==> src/rtl/iob_arbiter2.sv <==
// Two-master, one-slave IOb arbiter with round-robin grant, a single outstanding
// transaction and a read-response timeout that answers with ERR_DATA.
module iob_arbiter2 #(
    parameter int          ADDR_W      = 32,
    parameter int          DATA_W      = 32,
    parameter int          TIMEOUT_CYC = 255,
    parameter logic [31:0] ERR_DATA    = 32'hDEADBEEF
) (
    input  logic                  clk_i,
    input  logic                  rst_i,
    input  logic                  cke_i,

    input  logic                  m0_iob_valid_i,
    input  logic [ADDR_W-1:0]     m0_iob_address_i,
    input  logic [DATA_W-1:0]     m0_iob_wdata_i,
    input  logic [DATA_W/8-1:0]   m0_iob_wstrb_i,
    output logic                  m0_iob_ready_o,
    output logic                  m0_iob_rvalid_o,
    output logic [DATA_W-1:0]     m0_iob_rdata_o,

    input  logic                  m1_iob_valid_i,
    input  logic [ADDR_W-1:0]     m1_iob_address_i,
    input  logic [DATA_W-1:0]     m1_iob_wdata_i,
    input  logic [DATA_W/8-1:0]   m1_iob_wstrb_i,
    output logic                  m1_iob_ready_o,
    output logic                  m1_iob_rvalid_o,
    output logic [DATA_W-1:0]     m1_iob_rdata_o,

    output logic                  s_iob_valid_o,
    output logic [ADDR_W-1:0]     s_iob_address_o,
    output logic [DATA_W-1:0]     s_iob_wdata_o,
    output logic [DATA_W/8-1:0]   s_iob_wstrb_o,
    input  logic                  s_iob_ready_i,
    input  logic                  s_iob_rvalid_i,
    input  logic [DATA_W-1:0]     s_iob_rdata_i,

    output logic                  timeout_o
);

    localparam int                CNT_W    = 16;
    localparam int                STRB_W   = DATA_W / 8;
    localparam logic [CNT_W-1:0]  CNT_LAST = CNT_W'(TIMEOUT_CYC - 1);
    localparam logic [DATA_W-1:0] ERR_WORD = DATA_W'(ERR_DATA);

    typedef enum logic [1:0] {
        IDLE = 2'd0,
        REQ  = 2'd1,
        RESP = 2'd2
    } state_t;

    state_t             state_q, state_d;
    logic               owner_q, owner_d;
    logic               last_q,  last_d;
    logic [CNT_W-1:0]   cnt_q,   cnt_d;

    logic               owner_valid;
    logic [STRB_W-1:0]  owner_wstrb;
    logic               rsp_valid;
    logic [DATA_W-1:0]  rsp_data;

    // last resets to 1 so that m0 wins the first tie after reset
    always_ff @(posedge clk_i) begin
        if (rst_i) begin
            state_q <= IDLE;
            owner_q <= 1'b0;
            last_q  <= 1'b1;
            cnt_q   <= '0;
        end else if (cke_i) begin
            state_q <= state_d;
            owner_q <= owner_d;
            last_q  <= last_d;
            cnt_q   <= cnt_d;
        end
    end

    assign owner_valid = owner_q ? m1_iob_valid_i : m0_iob_valid_i;
    assign owner_wstrb = owner_q ? m1_iob_wstrb_i : m0_iob_wstrb_i;

    always_comb begin
        state_d         = state_q;
        owner_d         = owner_q;
        last_d          = last_q;
        cnt_d           = cnt_q;
        s_iob_valid_o   = 1'b0;
        s_iob_address_o = '0;
        s_iob_wdata_o   = '0;
        s_iob_wstrb_o   = '0;
        m0_iob_ready_o  = 1'b0;
        m1_iob_ready_o  = 1'b0;
        rsp_valid       = 1'b0;
        rsp_data        = '0;
        timeout_o       = 1'b0;

        case (state_q)
            IDLE: begin
                if (m0_iob_valid_i && m1_iob_valid_i) begin
                    owner_d = ~last_q;
                    state_d = REQ;
                end else if (m0_iob_valid_i) begin
                    owner_d = 1'b0;
                    state_d = REQ;
                end else if (m1_iob_valid_i) begin
                    owner_d = 1'b1;
                    state_d = REQ;
                end
            end

            REQ: begin
                s_iob_valid_o   = owner_valid;
                s_iob_address_o = owner_q ? m1_iob_address_i : m0_iob_address_i;
                s_iob_wdata_o   = owner_q ? m1_iob_wdata_i   : m0_iob_wdata_i;
                s_iob_wstrb_o   = owner_wstrb;
                m0_iob_ready_o  = ~owner_q & s_iob_ready_i;
                m1_iob_ready_o  =  owner_q & s_iob_ready_i;
                if (owner_valid && s_iob_ready_i) begin
                    last_d  = owner_q;
                    cnt_d   = '0;
                    state_d = (owner_wstrb == '0) ? RESP : IDLE;
                end else if (!owner_valid) begin
                    state_d = IDLE;
                end
            end

            RESP: begin
                cnt_d = cnt_q + 16'd1;
                if (s_iob_rvalid_i) begin
                    rsp_valid = 1'b1;
                    rsp_data  = s_iob_rdata_i;
                    cnt_d     = '0;
                    state_d   = IDLE;
                end else if (cnt_q == CNT_LAST) begin
                    rsp_valid = 1'b1;
                    rsp_data  = ERR_WORD;
                    timeout_o = 1'b1;
                    cnt_d     = '0;
                    state_d   = IDLE;
                end
            end

            default: begin
                state_d = IDLE;
            end
        endcase
    end

    // Only the owner ever sees rvalid; idle rdata lines are held at zero
    assign m0_iob_rvalid_o = rsp_valid & ~owner_q;
    assign m1_iob_rvalid_o = rsp_valid &  owner_q;
    assign m0_iob_rdata_o  = m0_iob_rvalid_o ? rsp_data : '0;
    assign m1_iob_rdata_o  = m1_iob_rvalid_o ? rsp_data : '0;

endmodule

==> config.mk <==
export PLATFORM = sky130hd
export DESIGN_NAME = iob_arbiter2
export DESIGN_NICKNAME = d
export VERILOG_FILES = /design/src/rtl/iob_arbiter2.sv
export SDC_FILE = /design/constraint.sdc
export NUM_CORES = 1
export LEC_CHECK = 0
export CORE_AREA = 2 2 121 123
export DETAILED_ROUTE_END_ITERATION = 8
export DIE_AREA = 0 0 123 125
export SYNTH_ARGS = -nofsm -noshare
export SYNTH_HDL_FRONTEND = slang
export SYNTH_SLANG_ARGS = --single-unit
export TNS_END_PERCENT = 5
==> constraint.sdc <==
create_clock -name clk_i -period 2 [get_ports clk_i]
set_clock_uncertainty 0.05 [all_clocks]
set_input_delay 0.3 -clock clk_i [delete_from_list [all_inputs] [get_ports clk_i]]
set_output_delay 0.3 -clock clk_i [all_outputs]
set_load 0.02 [all_outputs]
==> impl_results.html <==
<table>
<tr><th>Metric</th><th>Value</th></tr>
<tr><th colspan="2">Run status</th></tr>
<tr><td>Status</td><td>finished with violations</td></tr>
<tr><td>Failing checks</td><td>setup timing</td></tr>
<tr><th colspan="2">Worst setup path</th></tr>
<tr><td>Setup slack on the worst flop-to-flop path</td><td>0.03 ns</td></tr>
<tr><td>R2R depth</td><td>5</td></tr>
<tr><td>Data required time at the worst endpoint</td><td>1.65 ns</td></tr>
<tr><td>Category of the worst setup path capture point</td><td>primary output</td></tr>
<tr><td>Cell type of the slowest stage on the worst timing path</td><td>sky130_fd_sc_hd__dfxtp_2</td></tr>
<tr><td>Cell-by-cell listing of the critical path</td><td>inv_2, ha_4, nor4b_4, and4_4, o211ai_1, buf_4, buf_12, nor2_2, buf_4</td></tr>
<tr><td>Worst flop-to-flop path endpoint</td><td>cnt_q[7]</td></tr>
<tr><td>Biggest cell delay along the critical path</td><td>0.32 ns</td></tr>
<tr><td>Critical R2R Launch</td><td>state_q[1]</td></tr>
<tr><td>CP max FO</td><td>6</td></tr>
<tr><td>Startpoint-to-endpoint class of the critical path</td><td>flop to primary output</td></tr>
<tr><td>Signal arrival time at the worst endpoint</td><td>1.95 ns</td></tr>
<tr><td>Kind of start point of the critical path</td><td>flop</td></tr>
<tr><td>Cell type with the highest occurrence count on the critical path</td><td>sky130_fd_sc_hd__buf_4</td></tr>
<tr><th colspan="2">Die</th></tr>
<tr><td>Die outline area</td><td>15400 µm²</td></tr>
<tr><td>Die boundary height</td><td>125 µm</td></tr>
<tr><td>Die Width</td><td>123 µm</td></tr>
<tr><td>Top-level port count</td><td>313</td></tr>
<tr><td>Placeable core region</td><td>14200 µm²</td></tr>
<tr><td>Starting density of the core</td><td>20.0%</td></tr>
<tr><td>Number of rows created at floorplan</td><td>44</td></tr>
<tr><th colspan="2">STA</th></tr>
<tr><td>Final hold violation count</td><td>0</td></tr>
<tr><td>Worst slew margin</td><td>72.1%</td></tr>
<tr><td>Max Clock Freq</td><td>435 MHz</td></tr>
<tr><td>RSZ-0062 raised after global routing</td><td>yes</td></tr>
<tr><td>Sum of negative setup slack</td><td>-9.80 ns</td></tr>
<tr><td>Final-report setup violation count</td><td>50</td></tr>
<tr><td>Post-route fraction of the period consumed by the critical path</td><td>115%</td></tr>
<tr><td>Smallest setup slack after layout</td><td>-0.296 ns</td></tr>
<tr><td>Post-layout min period</td><td>2.30 ns</td></tr>
<tr><td>Number of max-slew violations in the final report</td><td>0</td></tr>
<tr><td>Slew at the pin closest to its max-slew limit</td><td>0.414 ns</td></tr>
<tr><th colspan="2">Yosys</th></tr>
<tr><td>Number of enable-type register cells in the synthesized netlist</td><td>0</td></tr>
<tr><td>Net count after synthesis</td><td>604</td></tr>
<tr><td>Mean instance size in the synthesized netlist</td><td>6.67 µm²</td></tr>
<tr><td>Portion of the post-synthesis area used by sequential elements</td><td>14.1%</td></tr>
<tr><td>Post-synthesis sequential element count</td><td>20</td></tr>
<tr><td>Number of library cell types mapped by synthesis</td><td>54</td></tr>
<tr><td>Syn Std Cell Area</td><td>2850 µm²</td></tr>
<tr><td>Asr flop ratio synth</td><td>0%</td></tr>
<tr><td>Synth warnings</td><td>0</td></tr>
<tr><td>Top flip-flop cell by instance count after synthesis</td><td>sky130_fd_sc_hd__dfxtp_1</td></tr>
<tr><td>Gate count after technology mapping</td><td>427</td></tr>
<tr><th colspan="2">Clock tree</th></tr>
<tr><td>Number of buffers added by the clock tree synthesis step</td><td>3</td></tr>
<tr><td>TritonCTS clock tree</td><td>built</td></tr>
<tr><td>Source-to-sink clock delay at the later pin of the worst-skew pair</td><td>0.26 ns</td></tr>
<tr><td>Root buf cell</td><td>sky130_fd_sc_hd__clkbuf_16</td></tr>
<tr><td>Number of levels in the clock H-tree</td><td>1</td></tr>
<tr><td>Buffers from clock root to sink, at most</td><td>2</td></tr>
<tr><td>Number of clock sinks</td><td>20</td></tr>
<tr><td>Clock-pin slew reported for the worst setup and hold paths after clock tree synthesis</td><td>0.06 ns</td></tr>
<tr><th colspan="2">Hold path</th></tr>
<tr><td>Worst min-delay path class</td><td>flop to flop</td></tr>
<tr><td>Hold path endpoint</td><td>last_q</td></tr>
<tr><td>Hold Crit Start</td><td>last_q</td></tr>
<tr><td>Number of cells on the worst hold path</td><td>2</td></tr>
<tr><th colspan="2">Finish</th></tr>
<tr><td>Most common cell after layout, fill and taps aside</td><td>sky130_fd_sc_hd__clkdlybuf4s50_1</td></tr>
<tr><td>Most frequent cells in the layout</td><td>sky130_fd_sc_hd__clkdlybuf4s50_1, sky130_fd_sc_hd__buf_4, sky130_fd_sc_hd__nor2_1</td></tr>
<tr><td>Utilization of the core after routing</td><td>48.8%</td></tr>
<tr><td>Final-stage net count</td><td>969</td></tr>
<tr><td>Total non-filler cell area in the finished layout</td><td>6930 µm²</td></tr>
<tr><td>Number of antenna diodes</td><td>0</td></tr>
<tr><td>Layout cell share with drive strength beyond 1</td><td>32.6%</td></tr>
<tr><td>Area growth from synthesis to final layout</td><td>143%</td></tr>
<tr><th colspan="2">Flow run</th></tr>
<tr><td>Number of max-capacitance violations reported</td><td>0</td></tr>
<tr><th colspan="2">GRT</th></tr>
<tr><td>Number of antenna violations at the first check in global routing</td><td>0</td></tr>
<tr><td>Maximum number of pins on one net before global-route repair</td><td>36</td></tr>
<tr><td>Vias in the first global route</td><td>4528</td></tr>
<tr><td>Total congestion overflow</td><td>0</td></tr>
<tr><td>First-pass GRT wire length</td><td>23.3 mm</td></tr>
<tr><td>Total Routing Usage GR</td><td>19.0%</td></tr>
<tr><th colspan="2">Power and ir drop</th></tr>
<tr><td>Max rail drop VDD</td><td>0.000230 V</td></tr>
<tr><td>Power Dens Cells</td><td>271 nW/µm²</td></tr>
<tr><td>Leakage power figure</td><td>2.86 nW</td></tr>
<tr><th colspan="2">Detailed routing</th></tr>
<tr><td>Antenna Violating Nets Remaining</td><td>0</td></tr>
<tr><td>Post-detailed-route DRC marker count</td><td>0</td></tr>
<tr><td>Average detailed-routed wire length per instance</td><td>16.3 µm</td></tr>
<tr><td>Detailed Routing Iterations Pass 1</td><td>4</td></tr>
<tr><td>Detailed router's first-iteration violation count</td><td>183</td></tr>
<tr><td>Vias after detailed routing</td><td>4566</td></tr>
<tr><td>Via density</td><td>4.68</td></tr>
<tr><td>Routed Wire Length</td><td>15.9 mm</td></tr>
<tr><th colspan="2">Placed design</th></tr>
<tr><td>Estimated wirelength of the detail-placed design</td><td>13.1 mm</td></tr>
<tr><td>Global placement routability congestion</td><td>0.910</td></tr>
<tr><td>DP Area</td><td>6910 µm²</td></tr>
<tr><td>Buffers on Ports</td><td>312</td></tr>
</table>
## where the power goes
group / internal [mW] / total, mW / switching, mW
logic: 0.583 / 1.03 / 0.450
clock network: 0.272 / 0.435 / 0.163
registers: 0.402 / 0.408 / 0.00611
total: 1.26 / 1.88 / 0.619
## state kept, by name, summed over array words and instances (netlist names)
signal   flops
last_q       1
cnt_q       16
state_q      2
owner_q      1
## layout make-up
| class | count | area, µm² |
|---|---|---|
| multi-input combinational | 362 | 2540 |
| fill | 1376 | 7280 |
| timing repair buffer | 395 | 3630 |
| tap | 184 | 230 |
| sequential | 20 | 407 |
| inverter | 10 | 40.0 |
| clock buffer | 4 | 78.8 |
## per-layer routing
metal	up-vias	GRT usage (%)	part of all wire, %
met4	0	3.81	1.2
li1	2231	-	-
met2	230	36.6	53
met3	16	3.79	8.3
met5	-	0	0
met1	2089	21.2	37
## repair_timing
action	in CTS	in global routing
endpoints found under the setup margin	147	134
gates resized for setup	242	295
buffers inserted	0	4
cloned	0	3
endpoints found under the hold margin	0	0
pin swaps	0	6
hold buffers	0	0
## critical path, delay by kind of cell (launching register included)
family	cells	cell delay, ns
AND/OR/NAND/NOR	3	0.56
buffers and inverters	4	0.55
flip-flops	1	0.32
AO/OA/AOI/OAI	1	0.14
adder cells (fa/ha/maj)	1	0.12
## how the worst max path moves through the flow
stage              startpoint                 end  depth (start not counted)
2_1_floorplan        cnt_q[4]  m1_iob_rdata_o[18]                          7
3_3_place_gp   s_iob_rvalid_i           timeout_o                          5
3_5_place_dp   s_iob_rvalid_i            cnt_q[7]                          6
4_1_cts              cnt_q[0]   m1_iob_rdata_o[2]                          8
5_1_grt              cnt_q[0]   m1_iob_rdata_o[1]                          9
6_report             cnt_q[0]   m1_iob_rdata_o[3]                          9
## cell families (layout without fill, tap and decap cells)
family          count (synthesis)  after routing  share of synthesized area [%]
compound gates                 44             44                           10.9
fa+ha+maj                       2              2                          0.879
buf+inv                        45            409                           6.55
flops                          20             20                           14.1
mux                            69             69                           24.3
simple gates                  247            247                           43.3
## synthesized netlist by cell type, types with 2 or more instances
cell,count,area share [%]
sky130_fd_sc_hd__nor2_1,123,16
sky130_fd_sc_hd__clkbuf_1,19,2.5
sky130_fd_sc_hd__a31oi_1,6,1.3
sky130_fd_sc_hd__nand2_1,13,1.7
sky130_fd_sc_hd__and2_1,17,3.7
sky130_fd_sc_hd__nand3_1,13,2.3
sky130_fd_sc_hd__inv_1,10,1.3
sky130_fd_sc_hd__buf_2,11,1.9
sky130_fd_sc_hd__or4_1,6,1.6
sky130_fd_sc_hd__and3_1,4,0.88
sky130_fd_sc_hd__nand4b_1,2,0.62
sky130_fd_sc_hd__mux2i_1,68,24
sky130_fd_sc_hd__buf_1,4,0.53
sky130_fd_sc_hd__or3_1,4,0.88
sky130_fd_sc_hd__ha_1,2,0.88
sky130_fd_sc_hd__nor2b_1,27,5.9
sky130_fd_sc_hd__nor4_1,4,0.88
sky130_fd_sc_hd__and4_1,3,0.92
sky130_fd_sc_hd__a211oi_1,2,0.53
sky130_fd_sc_hd__o211ai_1,4,1.1
sky130_fd_sc_hd__nor3_1,8,1.4
sky130_fd_sc_hd__dfxtp_1,20,14
sky130_fd_sc_hd__nand4_1,14,3.1
sky130_fd_sc_hd__a21oi_1,13,2.3
## stage by stage
stage / total power, mW / hold WS, ns / setup WS, ns / instances
floorplan: 0.825 / 0.360 / -0.0127 / 427
global placement: 1.49 / 0.429 / -0.466 / 964
detailed placement: 1.50 / 0.452 / -0.514 / 964
CTS: 1.88 / 0.466 / -0.442 / 968
global route: 1.96 / 0.514 / -0.366 / 975
finish: 1.88 / 0.471 / -0.296 / 975
Power figures use the tool's default switching activity.
